### src/rtl/wptr_full_ctrl.sv
`default_nettype none
// ============================================================================
//  Module      : wptr_full_ctrl
//  Description : Write-side pointer and full-flag controller for an
//                asynchronous FIFO (write clock domain). Gates producer
//                requests into a memory write strobe, keeps the binary write
//                address, publishes a Gray write pointer for the read-domain
//                synchronizer, and derives full / occupancy / almost-full /
//                overflow from the already-synchronized read pointer.
//  Optional    : WPTR_ALMOST_FULL_EN - when defined, almost_full is a real
//                registered threshold flag; otherwise it is tied low and the
//                comparator is not built.
//  Ports       : wclk           - write clock, all state on posedge
//                w_rst          - synchronous active-high reset
//                w_req          - producer write request (one word/cycle)
//                rptr_gray_sync - read pointer (Gray), synchronized to wclk
//                w_en           - memory write strobe (combinational)
//                waddr          - binary write pointer (memory uses low bits)
//                wptr_gray      - registered Gray write pointer
//                full           - registered full flag
//                wlevel         - registered occupancy, write-side view
//                almost_full    - registered almost-full flag
//                overflow       - sticky write-while-full error flag
//  Revision    : 1.0 - initial release
// ============================================================================
module wptr_full_ctrl #(
    parameter int ptr_width = 9,
    parameter int AF_MARGIN = 4
) (
    input  logic                 wclk,
    input  logic                 w_rst,
    input  logic                 w_req,
    input  logic [ptr_width:0]   rptr_gray_sync,
    output logic                 w_en,
    output logic [ptr_width:0]   waddr,
    output logic [ptr_width:0]   wptr_gray,
    output logic                 full,
    output logic [ptr_width:0]   wlevel,
    output logic                 almost_full,
    output logic                 overflow
);

    // Elaboration-time sanity checks on the configuration.
    if (ptr_width < 2) begin : g_bad_ptr_width
        $error("wptr_full_ctrl: ptr_width must be >= 2");
    end
    if ((AF_MARGIN < 1) || (AF_MARGIN > (2**ptr_width) - 1)) begin : g_bad_af_margin
        $error("wptr_full_ctrl: AF_MARGIN out of range 1 .. 2**ptr_width-1");
    end

    logic [ptr_width:0] wbin_q,  wbin_d;
    logic [ptr_width:0] wgray_q, wgray_d;
    logic [ptr_width:0] wlevel_q, wlevel_d;
    logic               full_q,  full_d;
    logic               af_q,    af_d;
    logic               ovf_q,   ovf_d;

    logic               w_accept;
    logic [ptr_width:0] w_rbin;
    logic [ptr_width:0] w_full_cmp;

    // Gray -> binary: each binary bit is the XOR of all Gray bits at or above it.
    for (genvar i = 0; i <= ptr_width; i++) begin : g_g2b
        assign w_rbin[i] = ^rptr_gray_sync[ptr_width:i];
    end

    // Full when the next write pointer equals the read pointer with its two
    // Gray MSBs inverted (exactly one lap ahead).
    assign w_full_cmp = {~rptr_gray_sync[ptr_width:ptr_width-1],
                          rptr_gray_sync[ptr_width-2:0]};

    assign w_accept = w_req & ~full_q;

    always_comb begin
        wbin_d   = wbin_q + {{ptr_width{1'b0}}, w_accept};
        wgray_d  = (wbin_d >> 1) ^ wbin_d;
        wlevel_d = wbin_d - w_rbin;
        full_d   = (wgray_d == w_full_cmp);
        ovf_d    = ovf_q | (w_req & full_q);
    end

`ifdef WPTR_ALMOST_FULL_EN
    localparam logic [ptr_width:0] c_af_thresh = (ptr_width+1)'((2**ptr_width) - AF_MARGIN);
    always_comb begin
        af_d = (wlevel_d >= c_af_thresh);
    end
`else
    always_comb begin
        af_d = 1'b0;
    end
`endif

    always_ff @(posedge wclk) begin
        if (w_rst) begin
            wbin_q   <= '0;
            wgray_q  <= '0;
            wlevel_q <= '0;
            full_q   <= 1'b0;
            af_q     <= 1'b0;
            ovf_q    <= 1'b0;
        end else begin
            wbin_q   <= wbin_d;
            wgray_q  <= wgray_d;
            wlevel_q <= wlevel_d;
            full_q   <= full_d;
            af_q     <= af_d;
            ovf_q    <= ovf_d;
        end
    end

    // Reset masks the strobe so a burst in flight never reaches memory.
    assign w_en        = w_req & ~full_q & ~w_rst;
    assign waddr       = wbin_q;
    assign wptr_gray   = wgray_q;
    assign full        = full_q;
    assign wlevel      = wlevel_q;
    assign almost_full = af_q;
    assign overflow    = ovf_q;

endmodule
`default_nettype wire
### config.mk
export PLATFORM = sky130hd
export DESIGN_NAME = wptr_full_ctrl
export DESIGN_NICKNAME = d
export VERILOG_FILES = /design/src/rtl/wptr_full_ctrl.sv
export SDC_FILE = /design/constraint.sdc
export NUM_CORES = 1
export LEC_CHECK = 0
export CAP_MARGIN = 20
export CORE_MARGIN = 10
export CORE_UTILIZATION = 40
export CTS_BUF_LIST = sky130_fd_sc_hd__clkbuf_4
export DETAILED_ROUTE_END_ITERATION = 16
export PLACE_DENSITY = 0.66
export SETUP_SLACK_MARGIN = 0.5
export SYNTH_ARGS = -nofsm -noshare
export SYNTH_HDL_FRONTEND = slang
export SYNTH_SLANG_ARGS = --single-unit
### constraint.sdc
create_clock -name wclk -period 6.6 [get_ports wclk]
set_input_delay 1.98 -clock wclk [delete_from_list [all_inputs] [get_ports wclk]]
set_output_delay 1.98 -clock wclk [all_outputs]
set_load 0.02 [all_outputs]
-- Word level (Yosys, flattened, before mapping)
Cells that the tools add are included.
- add/subtract/negate cells: 2
- multiply operators: 0
- divide/modulo/power cells: 0
- order comparisons: 0
- eq/ne operators: 1
- shifts and indexed selects: 0
- muxes and demuxes: 0
- bitwise logic cells: 8
- reductions and logical operators: 9
- operators with widths (operator ; number):
    $add A10 B1 Y10 ; 1
    $eq A10 B10 Y1 ; 1
    $reduce_xor A10 Y1 ; 1
    $sub A10 B10 Y10 ; 1
    $xor A9 B10 Y10 ; 1
    $reduce_xor A9 Y1 ; 1
    $reduce_xor A8 Y1 ; 1
    $reduce_xor A7 Y1 ; 1
    $reduce_xor A6 Y1 ; 1
    $reduce_xor A5 Y1 ; 1
    $reduce_xor A4 Y1 ; 1
    $and A1 B1 Y1 ; 3
    $reduce_xor A3 Y1 ; 1
    $not A1 Y1 ; 2
    $not A2 Y2 ; 1
    $reduce_xor A2 Y1 ; 1
    $or A1 B1 Y1 ; 1
- bits in registers: 32
- latch bits: 0
- RAM bits: 0
- memory bits (read-only): 0
- output and inout port bits: 34
- word-level logic and storage cells: 25
- memories: 0

-- Depth between registers and ports, before layout
- depth after elaboration: 5
- mapped depth: 14
- gate-level depth less buffers: 13

-- Least setup slack after synthesis
Ideal clock, no wire load.
- kind: in2reg
- start: input rptr_gray_sync[7]
- end: register wlevel_q[9], in the netlist wlevel[9]
- setup time: 70 ps
- arrival time: 5281 ps
- slack: 1249 ps
- stages on the path: 13
- path buffers: 0
- path through: xor3_2 > xnor3_2 > or2_2 > nand2_1 > xor2_1 > inv_1 > ha_1 > or2b_2 > a21oi_1 > o311a_2 > o311a_1 > or3_1 > a21oi_1
- cells in the longest elaborated chain, start to end: 2
- elaborated cells on any way between the ends: 9
- ends and longest elaborated chain (element ; line ; text):
    from (decl) ; 33 ; input logic [ptr_width:0] rptr_gray_sync,
    $reduce_xor A10 Y1, or another cell as far along ; 64 ; assign w_rbin[i] = ^rptr_gray_sync[ptr_width:i];
    $sub A10 B10 Y10 * ; 77 ; wlevel_d = wbin_d - w_rbin;
    to (signal assigned) ; 104 ; wlevel_q <= wlevel_d;
    to (decl) ; 53 ; logic [ptr_width:0] wlevel_q, wlevel_d;
Every way passes the cells marked *; elsewhere a longest branch is shown, timed or not.
A chain may end at the register's enable or synchronous reset.

-- Worst setup path after layout
- start: input rptr_gray_sync[9]
- end: register wlevel_q[9], in the netlist wlevel[9]
- cells in the longest elaborated chain, start to end: 2
- elaborated cells on any way between the ends: 10
- ends and longest elaborated chain (element ; line):
    $reduce_xor A10 Y1, or another cell as far along ; 64
    $sub A10 B10 Y10 * ; 77
Marks and branches as above.

==> summary.md <==
| Metric | Value |
|---|---|
| Antenna Cells | 0 |
| Clk sinks | 31 |
| Worst-case clock skew | 0.00834 ns |
| DRC Markers | 0 |
| RD Place Congestion | 0.796 |
| Ys flop type | dfxtp_1 |
| Post-synthesis adder-cell area fraction | 7.05% |
| Cell area after synthesis | 2040 µm² |
| Row cnt | 25 |
| Initial Utilization | 42.1% |
| Aggregate global-route resource usage | 11.6% |
| EDFF count, synth | 0 |
| Post-route setup TNS | 0 ns |
| Largest family of logic cells by synthesized area | XOR/XNOR gates |
| Area grow syn2layout | 25.8% |
| Setup WS pre-CTS | 0.530 ns |
| Commonest non-fill, non-tap cells in the layout | clkdlybuf4s50_1 (45), dfxtp_1 (31), nor2_1 (28), xnor2_1 (24) |
| Hold Path Class | flop to flop |
| FMAX | 172 MHz |
| Yosys warns | 0 |
| Die Footprint | 8360 µm² |
| Mux cell area share after synthesis | 0% |
| Core Region | 4850 µm² |
| Placed Cells | 325 |
| Reg-to-Reg Start | full$_SDFF_PP0_ |
| Largest net degree at the start of global routing | 35 |
| Simple-Gate Fraction of Synth Area | 17.8% |
| Synth Register Bits | 31 |
| Routed len/inst | 14.2 µm |
| Routed Antenna Nets | 0 |
| Final period util | 87.9% |
| Synth async-reset ratio | 0% |
| Max stage delay on crit path | 0.55 ns |
| Most common cell after layout, fill and taps aside | clkdlybuf4s50_1 |
| Seq pwr share | 39.4% |
| Final setup margin | 0.798 ns |
| Area after DPL | 2510 µm² |
| Vias in the first global route | 1607 |
| Power share of the clock group | 19.8% |
| Post-layout util | 53.0% |
| Pint | 0.357 mW |
| Clk slew on worst S/H paths | 0.10 ns |
| CTS HTree Levels | 2 |
| Clock insertion delay at the later pin of the skew report | 0.32 ns |
| Status | finished clean |
| Antenna violations before repair | 0 |
| Worst setup path startpoint | rptr_gray_sync[9] |
| Final-report hold violation count | 0 |
| Ports | 47 |
| Net Sw Power | 0.183 mW |
| Post-synthesis sequential area ratio | 30.4% |
| Total CTS buffers | 5 |
| Worst EP required | 6.86 ns |
| CP Cell Sequence | clkdlybuf4s50_1 > xor3_2 > xnor3_2 > or2_2 > nand2_1 > xor2_1 > xor2_1 > ha_1 > or2b_2 > a21oi_1 > o311a_2 > o311a_1 > or3_1 > a21oi_1 |
| CP Data Arrival Time | 6.06 ns |
| Pwr/cell area | 210 nW/µm² |
| Critical-path top delay cell | clkdlybuf4s50_1 |
| Total Power | 0.539 mW |
| Post-layout minimum cycle time | 5.80 ns |
| Peak supply drop | 0.0000830 V |
| Overflow after GRT | 0 |
| Hold WS | 0.488 ns |
| Synth Area in Compound Gates | 12.6% |
| Die Y | 91.4 µm |
| RSZ-0062 raised after global routing | no |
| Hold path start | overflow$_SDFF_PP0_ |
| DR pass1 iterations | 4 |
| Total of max-cap violations | 0 |
| CTS Buffer Depth | 2 |
| Fillers | 467 |
| Worst Setup Start Kind | primary input |
| Worst path top cell family by delay | XOR/XNOR gates |
| Max Fanout on Critical Path | 6 |
| Final non-filler cell area | 2570 µm² |
| Leakage | 1.13 nW |
| Crit. End Element | flop |
| Port Buf Inserts | 45 |
| Post-synthesis net count | 245 |
| Initial drt markers | 51 |
| Worst setup path category | primary input to flop |
| Netlist cell types | 55 |
| First-pass GRT wire length | 8080 µm |
| Post CTS Setup Buffer Count | 0 |
| Non-filler cells, final | 333 |
| Vias | 1638 |
| XOR/XNOR Fraction of Synth Area | 25.0% |
| Final setup vio count | 0 |
| Vias per Instance | 4.92 |
| Crit path buffers/inverters | 1 |
| Drt total wl | 4720 µm |
| Cts repair resizes | 0 |
| Mapped Avg Cell Area | 9.19 µm² |
| Hold Buf Count CTS | 0 |
| Post-Synthesis Cells | 222 |
| Comb power frac | 40.7% |
| Net Sw Frac | 33.9% |
| Nets@finish | 288 |
| Slew Viols, Final | 0 |
| Layout cells sized above 1 | 8.65% |
| Clock tree from TritonCTS | done |
| Die Width | 91.4 µm |
| Clock Tree Root | clkbuf_4 |
| HPWL after DPL | 3710 µm |
==> synthesized netlist by cell type (all sizes together) (3+ instances only) <==
master | count | share of area, %
a21o | 5 | 1.9
a21oi | 12 | 2.9
and3 | 4 | 1.3
buf | 5 | 2.1
clkbuf | 9 | 2.7
dfxtp | 31 | 30
ha | 9 | 5.5
inv | 12 | 2.2
nand2 | 12 | 2.2
nand3 | 8 | 2.0
nor2 | 28 | 5.2
nor2b | 4 | 1.2
nor3 | 6 | 1.5
xnor2 | 24 | 10
xnor3 | 5 | 5.6
xor2 | 12 | 5.2
xor3 | 3 | 3.9
==> power by group through the flow <==
| stage | Sequential [mW] | Clock [mW] | Combinational, mW |
|---|---|---|---|
| CTS | 0.213 | 0.113 | 0.223 |
| finish | 0.213 | 0.107 | 0.220 |
| detailed placement | 0.217 | 0 | 0.221 |
| global placement | 0.217 | 0 | 0.220 |
| global route | 0.215 | 0.123 | 0.243 |
| floorplan | 0.242 | 0 | 0.126 |
==> flip-flops by register name (all words and copies together), names as in the netlist <==
name	flops
wlevel	10
full	1
overflow	1
waddr	10
wptr_gray	9
==> layer usage <==
| layer | vias up | track usage, % | share of wire (%) |
|---|---|---|---|
| li1 | 841 | - | - |
| met1 | 762 | 13.9 | 45 |
| met2 | 31 | 19.2 | 48 |
| met3 | 4 | 3.95 | 6.3 |
| met4 | 0 | 3.52 | 0.76 |
| met5 | - | 0 | 0 |
==> area by class of cell <==
type                            count  area (µm²)  area share (%)
Inverter                           12        45.0            1.75
Sequential cell                    31         621            24.2
Clock inverter                      2        7.51           0.292
Multi-Input combinational cell    165        1280            49.8
Timing Repair Buffer               50         488            19.0
Tap cell                           67        83.8            3.27
Clock buffer                        6        45.0            1.75
==> final timing paths <==
check	endpoint	slack [ns]	depth (start not counted)
hold reg to reg	overflow$_SDFF_PP0_	0.49	2
hold / removal	overflow$_SDFF_PP0_	0.49	2
setup / recovery	wlevel[9]$_SDFF_PP0_	0.80	14
setup reg to reg	wlevel[8]$_SDFF_PP0_	3.04	13
==> kinds of logic (layout without fill, tap and decap cells) <==
family / after synthesis / in the layout
buffers and inverters: 26 / 70
xor gates and xnor gates: 44 / 44
other: 1 / 1
adders and majority gates: 11 / 11
AOI/OAI and AO/OA: 35 / 35
and+or+nand+nor: 74 / 74
DFF: 31 / 31
==> worst register-to-register path: stages, from the launching register on <==
cell,delay [ns]
dfxtp_1,0.33
nor2b_1,0.22
ha_1,0.30
ha_1,0.36
nand3_1,0.13
xor2_1,0.41
inv_1,0.09
ha_1,0.29
a21o_1,0.18
a21o_1,0.17
a21oi_1,0.29
nor3_1,0.08
a311o_1,0.32
a311o_1,0.27
(Power assumes the default switching activity.)
